[src/rtl/rom_decoder_arbiter.sv]
// Two-port arbiter sharing a 1-cycle-latency synchronous decoder ROM.
// Grant at edge N, ROM enabled in N+1, data returned with a valid pulse in N+3.
module rom_decoder_arbiter #(
  parameter int ADDRESS_WIDTH = 9,
  parameter int DATA_WIDTH    = 8,
  parameter int PRIORITY_MODE = 0
) (
  input  logic                     clock_i,
  input  logic                     reset_i,
  input  logic                     pause_i,

  input  logic                     req_a_i,
  input  logic [ADDRESS_WIDTH-1:0] address_a_i,
  output logic                     ack_a_o,
  output logic [DATA_WIDTH-1:0]    data_a_o,
  output logic                     valid_a_o,

  input  logic                     req_b_i,
  input  logic [ADDRESS_WIDTH-1:0] address_b_i,
  output logic                     ack_b_o,
  output logic [DATA_WIDTH-1:0]    data_b_o,
  output logic                     valid_b_o,

  output logic                     rom_clock_enable_o,
  output logic [ADDRESS_WIDTH-1:0] rom_address_o,
  input  logic [DATA_WIDTH-1:0]    rom_data_i
);

  localparam logic PORT_A = 1'b0;
  localparam logic PORT_B = 1'b1;

  typedef struct packed {
    logic vld;
    logic port;
  } tag_t;

  logic                     r_ack_a;
  logic                     r_ack_b;
  logic                     r_valid_a;
  logic                     r_valid_b;
  logic [DATA_WIDTH-1:0]    r_data_a;
  logic [DATA_WIDTH-1:0]    r_data_b;
  logic                     r_rom_ce;
  logic [ADDRESS_WIDTH-1:0] r_rom_addr;
  logic                     r_last_grant;
  tag_t                     r_issue_tag;
  tag_t                     r_ret_tag;

  logic                     w_elig_a;
  logic                     w_elig_b;
  logic                     w_grant;
  logic                     w_grant_port;
  logic [ADDRESS_WIDTH-1:0] w_grant_addr;

  // The ack cycle is the requester's handshake: its req is still high then.
  assign w_elig_a = req_a_i & ~r_ack_a;
  assign w_elig_b = req_b_i & ~r_ack_b;

  always_comb begin
    w_grant      = 1'b0;
    w_grant_port = PORT_A;
    if (!pause_i) begin
      if (w_elig_a && w_elig_b) begin
        w_grant = 1'b1;
        if (PRIORITY_MODE != 0) begin
          w_grant_port = PORT_A;
        end else begin
          w_grant_port = ~r_last_grant;
        end
      end else if (w_elig_a) begin
        w_grant      = 1'b1;
        w_grant_port = PORT_A;
      end else if (w_elig_b) begin
        w_grant      = 1'b1;
        w_grant_port = PORT_B;
      end
    end
  end

  assign w_grant_addr = (w_grant_port == PORT_B) ? address_b_i : address_a_i;

  always_ff @(posedge clock_i) begin
    if (reset_i) begin
      r_ack_a          <= 1'b0;
      r_ack_b          <= 1'b0;
      r_valid_a        <= 1'b0;
      r_valid_b        <= 1'b0;
      r_data_a         <= '0;
      r_data_b         <= '0;
      r_rom_ce         <= 1'b0;
      r_rom_addr       <= '0;
      r_last_grant     <= PORT_B;
      r_issue_tag.vld  <= 1'b0;
      r_issue_tag.port <= PORT_A;
      r_ret_tag.vld    <= 1'b0;
      r_ret_tag.port   <= PORT_A;
    end else begin
      r_ack_a          <= w_grant && (w_grant_port == PORT_A);
      r_ack_b          <= w_grant && (w_grant_port == PORT_B);
      r_rom_ce         <= w_grant;
      r_issue_tag.vld  <= w_grant;
      r_issue_tag.port <= w_grant_port;
      if (w_grant) begin
        r_rom_addr   <= w_grant_addr;
        r_last_grant <= w_grant_port;
      end

      // Tag travels alongside the ROM's one-cycle read latency.
      r_ret_tag <= r_issue_tag;

      r_valid_a <= r_ret_tag.vld && (r_ret_tag.port == PORT_A);
      r_valid_b <= r_ret_tag.vld && (r_ret_tag.port == PORT_B);
      if (r_ret_tag.vld && (r_ret_tag.port == PORT_A)) begin
        r_data_a <= rom_data_i;
      end
      if (r_ret_tag.vld && (r_ret_tag.port == PORT_B)) begin
        r_data_b <= rom_data_i;
      end
    end
  end

  assign ack_a_o            = r_ack_a;
  assign ack_b_o            = r_ack_b;
  assign valid_a_o          = r_valid_a;
  assign valid_b_o          = r_valid_b;
  assign data_a_o           = r_data_a;
  assign data_b_o           = r_data_b;
  assign rom_clock_enable_o = r_rom_ce;
  assign rom_address_o      = r_rom_addr;

endmodule

[config.mk]
export PLATFORM = sky130hd
export DESIGN_NAME = rom_decoder_arbiter
export DESIGN_NICKNAME = d
export VERILOG_FILES = /design/src/rtl/rom_decoder_arbiter.sv
export SDC_FILE = /design/constraint.sdc
export NUM_CORES = 1
export LEC_CHECK = 0
export BUFFER_PORTS_ARGS = -buffer_cell sky130_fd_sc_hd__buf_4
export CAP_MARGIN = 5
export CORE_MARGIN = 5
export CORE_UTILIZATION = 35
export CTS_BUF_LIST = sky130_fd_sc_hd__clkbuf_8
export CTS_CLUSTER_DIAMETER = 200
export CTS_CLUSTER_SIZE = 10
export DETAILED_ROUTE_END_ITERATION = 16
export GPL_TIMING_DRIVEN = 1
export PLACE_DENSITY = 0.71
export SLEW_MARGIN = 5
export SYNTH_ARGS = -nofsm -noshare
export SYNTH_HDL_FRONTEND = slang
export SYNTH_SLANG_ARGS = --single-unit
export TNS_END_PERCENT = 10
[constraint.sdc]
create_clock -name clock_i -period 1.9 [get_ports clock_i]
set_input_delay 0.095 -clock clock_i [delete_from_list [all_inputs] [get_ports clock_i]]
set_output_delay 0.095 -clock clock_i [all_outputs]
set_load 0.05 [all_outputs]
### Word-level counts from Yosys, hierarchy flattened

Cells that the tools add are included.

| storage, ports and cells | value |
|---|---|
| input port bits | 31 |
| word-level logic and storage cells | 32 |
| register bits after elaboration | 34 |
| output and inout port bits | 30 |

| cells by class | value |
|---|---|
| reduce and logical (&&, ||, !) cells | 5 |
| mux-type cells | 8 |
| bitwise operators | 7 |

Operators with widths:

| cell | number |
|---|---|
| 9-bit two-way mux | 1 |
| 1-bit two-way mux | 7 |
| 1-bit logical AND | 5 |
| 1-bit NOT | 5 |
| 1-bit AND | 2 |

### Depth between registers and ports, before layout

Gate-level depths: netlist of the first run.

| depth | value |
|---|---|
| depth in word-level cells | 8 |
| mapped depth | 5 |
| depth with buffers taken out | 3 |

### Least setup slack after synthesis of the first run

No wires, ideal clock.

| path | value |
|---|---|
| kind | register to register |
| start point | register r_ack_b (netlist: ack_b_o) |
| end point | register r_rom_addr[1] (netlist: rom_address_o[1]) |
| library setup time | 122 ps |
| path buffers | 1 |
| stages on the path, launching flop included | 5 |
| path slack | 294 ps |
| required time | 1778 ps |
| arrival | 1484 ps |
| cell sequence | dfxtp_1 -> nand2b_1 -> a21o_1 -> buf_6 -> a221o_1 |

| between the ends | value |
|---|---|
| longest elaborated chain between the ends | 7 |
| elaborated cells between the ends (all ways) | 11 |
| those cells by class | mux (8); bitwise (2); reduce/logical (1) |

RTL lines:

| what | RTL line | text |
|---|---|---|
| start, declared | 38 | `logic r_ack_b;` |
| start signal, assigned | 99 | `r_ack_b <= w_grant && (w_grant_port == PORT_B);` |
| 1-bit NOT (*) | 57 | `assign w_elig_b = req_b_i & ~r_ack_b;` |
| 1-bit AND (*) | 57 |  |
| 1-bit two-way mux | 73 | `end else if (w_elig_b) begin` |
| 1-bit two-way mux | 70 | `end else if (w_elig_a) begin` |
| 1-bit two-way mux | 63 | `if (w_elig_a && w_elig_b) begin` |
| 1-bit two-way mux | 62 | `if (!pause_i) begin` |
| 9-bit two-way mux | 80 | `assign w_grant_addr = (w_grant_port == PORT_B) ? address_b_i : address_a_i;` |
| end signal, assigned | 104 | `r_rom_addr <= w_grant_addr;` |
| end, declared | 44 | `logic [ADDRESS_WIDTH-1:0] r_rom_addr;` |

Mark *: on every way between the ends. The rest lies on a longest branch, timed or not.
A chain may end at the register's enable or synchronous reset.

### Final worst setup path of the first run

Same ends and word-level chain as after synthesis.

==> results of run 1 <==
kinds of logic after synthesis:
| family | after synthesis | share of synthesized area |
|---|---|---|
| and+or+nand+nor | 63 | 0.2511 |
| buffers and inverters | 17 | 0.05412 |
| DFF | 34 | 0.4827 |
| AOI/OAI and AO/OA | 39 | 0.2121 |
power by group through the flow:
| stage | clock [W] | combinational (W) | sequential (W) |
|---|---|---|---|
| 6_report | 0.000641 | 0.000294 | 0.000758 |
| 5_1_grt | 0.000687 | 0.000318 | 0.000762 |
| 4_1_cts | 0.000657 | 0.000297 | 0.000759 |
| 3_5_place_dp | 0 | 0.000297 | 0.000775 |
| 3_3_place_gp | 0 | 0.000295 | 0.000774 |
| 2_1_floorplan | 0 | 0.000109 | 0.000856 |
placed cells by master (no fill, tap or decap):
cell type,synthesis,final
or3b_1,2,2
nor4bb_1,6,6
clkinv_2,0,2
and2_1,1,1
nand2b_1,3,3
nand2_1,25,25
clkbuf_8,0,5
a21oi_1,16,16
and3b_1,1,1
nor3_1,1,1
nor2_1,4,4
a21o_1,1,1
o21ai_1,6,6
a221o_1,3,3
nand3_1,8,8
a221oi_1,6,6
buf_4,0,61
bufinv_16,0,1
and3_1,3,3
a221oi_2,6,6
nor4b_1,1,1
nor2b_1,6,6
dfxtp_1,34,34
inv_1,6,6
nor3_4,1,1
a211o_1,1,1
nand3b_1,1,1
per-stage QoR:
stage,utilization,hold slack [ps],std cells
floorplan,-,175.0,153
global placement,0.4760,323.8,253
detailed placement,0.4760,329.8,253
CTS,0.5037,34.09,261
global route,0.5037,38.25,261
finish,0.5037,35.64,261
metal layers:
layer	up-vias	part of all wire	global-route usage
li1	668	-	-
met1	545	0.44	0.1685
met2	59	0.43	0.1841
met3	3	0.12	0.04788
met4	0	0.010	0.04225
met5	-	0	0
sequential cells by signal, indices dropped and copies added, names as in the netlist:
register / flops
valid_a_o: 1
ack_a_o: 1
r_last_grant: 1
rom_address_o: 9
r_ret_tag: 2
data_b_o: 8
r_issue_tag: 2
ack_b_o: 1
data_a_o: 8
valid_b_o: 1
worst register-to-register path, delay by kind of cell (launching register included):
family	cells	cell delay [ps]
AND/OR/NAND/NOR	1	270
flip-flops	1	390
AO/OA/AOI/OAI	2	770
synth_stat cells:
| cell type | count | area share |
|---|---|---|
| dfxtp_1 | 34 | 0.48 |
| nand2_1 | 25 | 0.067 |
| a21oi_1 | 16 | 0.057 |
| nand3_1 | 8 | 0.028 |
| a221oi_1 | 6 | 0.037 |
| a221oi_2 | 6 | 0.064 |
| inv_1 | 6 | 0.016 |
| nor2b_1 | 6 | 0.027 |
| nor4bb_1 | 6 | 0.043 |
| o21ai_1 | 6 | 0.021 |
| clkbuf_1 | 5 | 0.013 |
| buf_2 | 4 | 0.014 |
| nor2_1 | 4 | 0.011 |
| a221o_1 | 3 | 0.021 |
| and3_1 | 3 | 0.013 |
| nand2b_1 | 3 | 0.013 |
| or3b_1 | 2 | 0.012 |
| a211o_1 | 1 | 0.0062 |
| a21o_1 | 1 | 0.0053 |
| and2_1 | 1 | 0.0044 |
| and3b_1 | 1 | 0.0062 |
| buf_1 | 1 | 0.0027 |
| buf_6 | 1 | 0.0080 |
| nand3b_1 | 1 | 0.0053 |
| nor3_1 | 1 | 0.0035 |
| nor3_4 | 1 | 0.012 |
| nor4b_1 | 1 | 0.0062 |
how the worst max path moves through the flow:
stage | startpoint | endpoint | slack [ps] | depth (start not counted)
after global routing | ack_b_o$_SDFF_PP0_ | rom_address_o[2]$_SDFFE_PP0N_ | 190 | 3
after floorplan | ack_b_o$_SDFF_PP0_ | rom_address_o[1]$_SDFFE_PP0N_ | 290 | 4
after CTS | ack_b_o$_SDFF_PP0_ | rom_address_o[1]$_SDFFE_PP0N_ | 340 | 3
final | ack_b_o$_SDFF_PP0_ | rom_address_o[1]$_SDFFE_PP0N_ | 370 | 3
after global placement | ack_b_o$_SDFF_PP0_ | rom_address_o[1]$_SDFFE_PP0N_ | 410 | 3
after detailed placement | ack_b_o$_SDFF_PP0_ | rom_address_o[0]$_SDFFE_PP0N_ | 350 | 3
final cells by class:
cell class                      count  area share
Multi-Input combinational cell    102      0.3289
Tap cell                           50     0.03151
Timing Repair Buffer               61      0.2306
Clock buffer                        5     0.03466
Clock inverter                      3     0.02016
Sequential cell                    34      0.3428
Inverter                            6     0.01134
==> key figures, run 1 <==
Power and ir drop
  • Leakage power: 0.8410 nW
  • Switching power: approximately 0.00045 W
  • Int Pwr: 0.001243 W
  • Switch share: 0.2656
  • Clock share of power: 0.378
  • Post-layout total power: roughly 0.0017 W
  • Logic gate share of total power: 0.174
  • Seq pwr share: 0.448
  • Worst VDD drop: between 0.0004 and 0.0005 V
  • Power Density: 852.5 nW/µm²

Worst setup path
  • Worst setup EP type: flop
  • Worst r2r src: ack_b_o$_SDFF_PP0_
  • CP Launch Type: flop
  • CP max-delay cell: dfxtp_1
  • Setup slack, reg-to-reg: ~370 ps
  • R2R cell count: 3
  • Arr. time, crit path: around 1700 ps
  • CP delay by family, top: compound AO/OA/AOI/OAI gates
  • Critical-path cell list: nand2b_1 -> a21o_1 -> a221o_1
  • Critical-path maximum fanout: 11
  • CP Buf/Inv Count: 0
  • Reg-to-reg critical path endpoint: rom_address_o[1]$_SDFFE_PP0N_
  • Crit Path Class: reg2reg
  • Slowest stage delay, CP: roughly 400 ps
  • WP data required: 2070 ps

Min path
  • Hold_sp: address_b_i[2]
  • Class of the worst hold path: in2reg
  • Worst Hold End: rom_address_o[2]$_SDFFE_PP0N_
  • Hold Crit Depth: 2

Finish
  • Multi-input gate area: 653.1 µm²
  • Fill cell count: between 300 and 400
  • ANT cells: 0
  • Final nets: approximately 240
  • Share of layout cells above drive strength 1: 0.3602
  • Design area: between 1500 and 2000 µm²
  • Synth-to-Final Area Change: 40.82%
  • Reg area: a little under 700 µm²

Clocking
  • TritonCTS buffer count: 5
  • Root Buffer: clkbuf_8
  • Post_cts resized: 0
  • CTS tree: yes
  • Clk Latency, worst-skew pair: ~280 ps
  • Clock slew at reported path FFs: 70 ps
  • CTS Hold Bufs: 0
  • Post-CTS Repair Setup Buffers: 0
  • CTS H-tree lvls: 2
  • Max Buffers Root-to-Sink: 2
  • Clk sinks: 34

Global route
  • Total GRT Usage: 0.1256
  • Largest net degree at the start of global routing: 35
  • Vias in the first global route: between 1k and 1.5k
  • First-pass GRT wire length: between 5 and 6 mm
  • Antenna violations before repair: 0
  • Grt ovf: 0

Logic synthesis
  • Post-synth net total: roughly 180
  • Netlist cell types: 27
  • Synth Area per Inst: 9.216 µm²
  • Yosys Warn Count: 0
  • Synthesized netlist cell count: roughly 150
  • Yosys reg bits: 34
  • Seq/Total Area, Yosys: 0.4827
  • Synthesized area: between 1000 and 1500 µm²

STA
  • Setup ws final: between 300 and 400 ps
  • Final setup violation count: 0
  • Headroom to the max-slew limit: 0.6452
  • Final min period: 1534 ps
  • Total negative slack: 0 ps
  • Peak Freq: approximately 650 MHz
  • Final hold violations: 0
  • Fin crit share: 0.8074
  • Clock Skew: 2.241 ps
  • Worst-Margin Slew: 531.1 ps
  • Max-slew violation count: 0
  • RSZ-0062 raised after global routing: no

Floorplanning
  • I/O Pins: a little over 60
  • Core box area: around 4000 µm²
  • Cell Rows: 23
  • Die Width: ~73 µm
  • Die ar.: between 5000 and 6000 µm²
  • Initial Util: 0.3577
  • Die Y-Extent: around 73 µm

Drt
  • First drt pass iteration count: 4
  • Post-DR vias/cell: 4.885
  • Final ANT Viol Nets: 0
  • Iteration-0 DRC Markers: 62
  • Routed WL: approximately 3.3 mm
  • DRC errors left: 0
  • Wirelength per Cell: 12.60 µm
  • Via Count: 1,275

Place
  • Setup slack after placement: approximately 350 ps
  • DP HPWL: approximately 2.5 mm
  • Placed Area: about 1900 µm²
  • I/O Buffers: 60
  • GPL Wtd Cong: 0.7665

Run status
  • Status: finished, final reports clean

Job
  • Max Cap Viol: 0
Power figures use the tool's default switching activity.
==> run 2, diff against run 1 <==
- ABC_AREA: not set -> 1
- clock period: 1.9 -> 1.5 ns (I/O delays scaled with it)
==> run 2 against run 1 <==
Clock power about the same. First-iteration DRC count fell by 19%. Global-route usage increased by 0.65 points. Fmax rose by 25%. Clock-buffer cell count is 1 higher.
==> key figures, run 2 <==
Run status
  • Status: finished, final reports clean

Drt
  • DRC errors left: 0 (unchanged)
  • Wirelength per Cell: 11.46 µm (-9.1%)
  • First drt pass iteration count: 4 (unchanged)
  • Routed WL: 3.322 mm (+1.0%)
  • Via Count: 1,323 (+3.8%)
  • Post-DR vias/cell: 4.562 (-6.6%)
  • Iteration-0 DRC Markers: 50 (-19%)
  • Final ANT Viol Nets: 0 (unchanged)

Worst setup path
  • Arr. time, crit path: 1400 ps (-310 ps)
  • CP max-delay cell: dfxtp_1
  • Critical-path maximum fanout: 16 (+5)
  • Slowest stage delay, CP: 340 ps (-50 ps)
  • Critical-path cell list: nor2_4 -> nand2_1 -> nand4_1 -> nand2_1
  • WP data required: 1670 ps (-400 ps)
  • Crit Path Class: reg2reg
  • Critical path's most frequent cell: nand2_1
  • Worst setup EP type: flop
  • CP Launch Type: flop

STA
  • Total negative slack: 0 ps (unchanged)
  • Final hold violations: 0 (unchanged)
  • Fin crit share: 0.8170 (+0.009581)
  • Final setup violation count: 0 (unchanged)
  • Final min period: 1225 ps (-308.6 ps)
  • Peak Freq: 816.0 MHz (+25%)
  • Clock Skew: 5.313 ps (+3.072 ps)
  • Max-slew violation count: 0 (unchanged)
  • Worst-Margin Slew: 374.1 ps (-157.0 ps)
  • Headroom to the max-slew limit: 0.7500 (+0.1048)
  • Setup ws final: 274.5 ps (-91.41 ps)
  • RSZ-0062 raised after global routing: no

Logic synthesis
  • Synth top area share: 0.4968 (+0.01411)
  • Area contributors post-synth: dfxtp_1 50%, nor2_1 15%, o21ai_0 6.2%
  • Asr flop ratio synth: 0 (unchanged)
  • Seq/Total Area, Yosys: 0.4968 (+0.01411)
  • Synth Area per Inst: 7.569 µm² (-18%)
  • Area leader, netlist: dfxtp_1
  • Commonest cells in the netlist: 53 x nor2_1, 34 x dfxtp_1, 19 x nand2_1, 17 x o21ai_0, 14 x inv_1
  • Netlist cell types: 19 (-30%)
  • Yosys reg bits: 34 (unchanged)
  • Synthesized netlist cell count: 181 (+18%)
  • Post-synth EDFFs: 0 (unchanged)
  • Most frequent cell after synthesis: nor2_1
  • Top FF cell, synth: dfxtp_1
  • Post-synth net total: 212 (+15%)
  • Yosys Warn Count: 0 (unchanged)
  • Synthesized area: 1370 µm² (-2.8%)

Clocking
  • CTS tree: yes
  • CTS Hold Bufs: 0 (unchanged)
  • Post-CTS Repair Setup Buffers: 0 (unchanged)
  • Clk Latency, worst-skew pair: 270 ps (about the same)
  • CTS H-tree lvls: 2 (unchanged)
  • TritonCTS buffer count: 5 (unchanged)
  • Root Buffer: clkbuf_8
  • Post_cts resized: 0 (unchanged)
  • Clk sinks: 34 (unchanged)
  • Max Buffers Root-to-Sink: 2 (unchanged)
  • Clock slew at reported path FFs: 60 ps (about the same)

Finish
  • Most common cell after layout, fill and taps aside: buf_4
  • ANT cells: 0 (unchanged)
  • Final nets: 274 (+14%)
  • Fill cell count: 390 (+4.8%)
  • Synth-to-Final Area Change: 39.91%
  • Commonest non-fill, non-tap cells in the layout: 62 x buf_4, 53 x nor2_1, 34 x dfxtp_1, 19 x nand2_1, 17 x o21ai_0
  • Max reg flops: 9 (unchanged)
  • Share of layout cells above drive strength 1: 0.3223 (-0.03788)

Power and ir drop
  • Power Density: 1070 nW/µm² (+25%)
  • Leakage power: 0.9517 nW (+13%)
  • Worst VDD drop: 0.0005854 V (+29%)

Floorplanning
  • Core box area: 3716 µm² (-5.7%)
  • Die Y-Extent: 72.57 µm (-1.2%)
  • Die Width: 72.57 µm (-1.2%)
  • Initial Util: 0.3687 (+0.01102)
  • Die ar.: 5266 µm² (-2.5%)
  • Cell Rows: 22 (-4.3%)
  • I/O Pins: 61 (unchanged)

Place
  • GPL Wtd Cong: 0.7624 (-0.53%)
  • Setup slack after placement: 269.5 ps (-79.82 ps)
  • I/O Buffers: 60 (unchanged)
  • DP HPWL: 2.501 mm (-1.7%)

Job
  • Max Cap Viol: 0 (unchanged)

Min path
  • Class of the worst hold path: in2reg

Global route
  • Largest net degree at the start of global routing: 18 (-49%)
  • Total GRT Usage: 0.1320 (+0.006450)
  • Antenna violations before repair: 0 (unchanged)
  • Vias in the first global route: 1,256 (+10%)
  • Grt ovf: 0 (unchanged)
  • First-pass GRT wire length: 5.492 mm (+4.1%)
==> run 2: cell count changes after synthesis, moves of 4 or more <==
cell,before,now
a221oi_1,6,0
nor2b_1,6,0
clkbuf_1,5,0
o21ai_0,0,17
nand3_1,8,12
nor4bb_1,6,0
a221oi_2,6,0
a21oi_1,16,6
inv_1,6,14
nand2_1,25,19
nor2_1,4,53
==> run 2: path summary, 6_finish.rpt <==
path	startpoint	end	slack (ps)	cells past startpoint
min	reset_i	r_ret_tag[0]$_SDFF_PP0_	30	2
max reg2reg	ack_b_o$_SDFF_PP0_	rom_address_o[0]$_SDFFE_PP0N_	270	4
min reg2reg	r_issue_tag[0]$_SDFF_PP0_	r_ret_tag[0]$_SDFF_PP0_	410	2
max	ack_b_o$_SDFF_PP0_	rom_address_o[0]$_SDFFE_PP0N_	270	4
==> run 2: logic make-up (layout without fill, tap and decap cells) <==
kind of cell	after synthesis	after routing	synth area share
AOI/OAI and AO/OA	28	28	0.1023
buffers and inverters	23	84	0.08857
DFF	34	34	0.4968
and+or+nand+nor	96	96	0.3123
==> run 2: per-stage QoR <==
stage               cells  total power [W]    util  hold WS, ps  area (µm²)
floorplan             181         0.001285       -        209.9        1370
global placement      284         0.001430  0.4936        311.7        1834
CTS                   290         0.002071  0.5158        28.94        1917
detailed placement    284         0.001434  0.4936        318.1        1834
finish                290         0.002050  0.5158        30.47        1917
global route          290         0.002142  0.5158        34.19        1917
==> run 2: final cells by class <==
class,instances,area (µm²),share of cell area
timing repair buffer,62,465.4,0.2428
inverter,16,60.06,0.03133
tap,48,60.06,0.03133
clock buffer,6,82.58,0.04308
sequential,34,680.7,0.3551
multi-input combinational,124,568.0,0.2963
==> run 2: where the power goes <==
group	leakage, nW	internal, W	switching, W
combinational	0.631	0.000153	0.000281
clock	0.0431	0.000353	0.000286
sequential	0.278	0.000950	0.0000264
total	0.952	0.00146	0.000593
==> run 2: worst max-delay path, delay by kind of cell, from the launching register on <==
family / cells / cell delay, ps
and+or+nand+nor: 4 / 790
DFF: 1 / 340
==> run 2: per-layer routing <==
layer | share of wire | vias to the layer above | GRT usage
li1 | - | 696 | -
met1 | 0.43 | 594 | 0.1527
met2 | 0.49 | 28 | 0.2174
met3 | 0.061 | 5 | 0.04571
met4 | 0.019 | 0 | 0.06148
met5 | 0 | - | 0
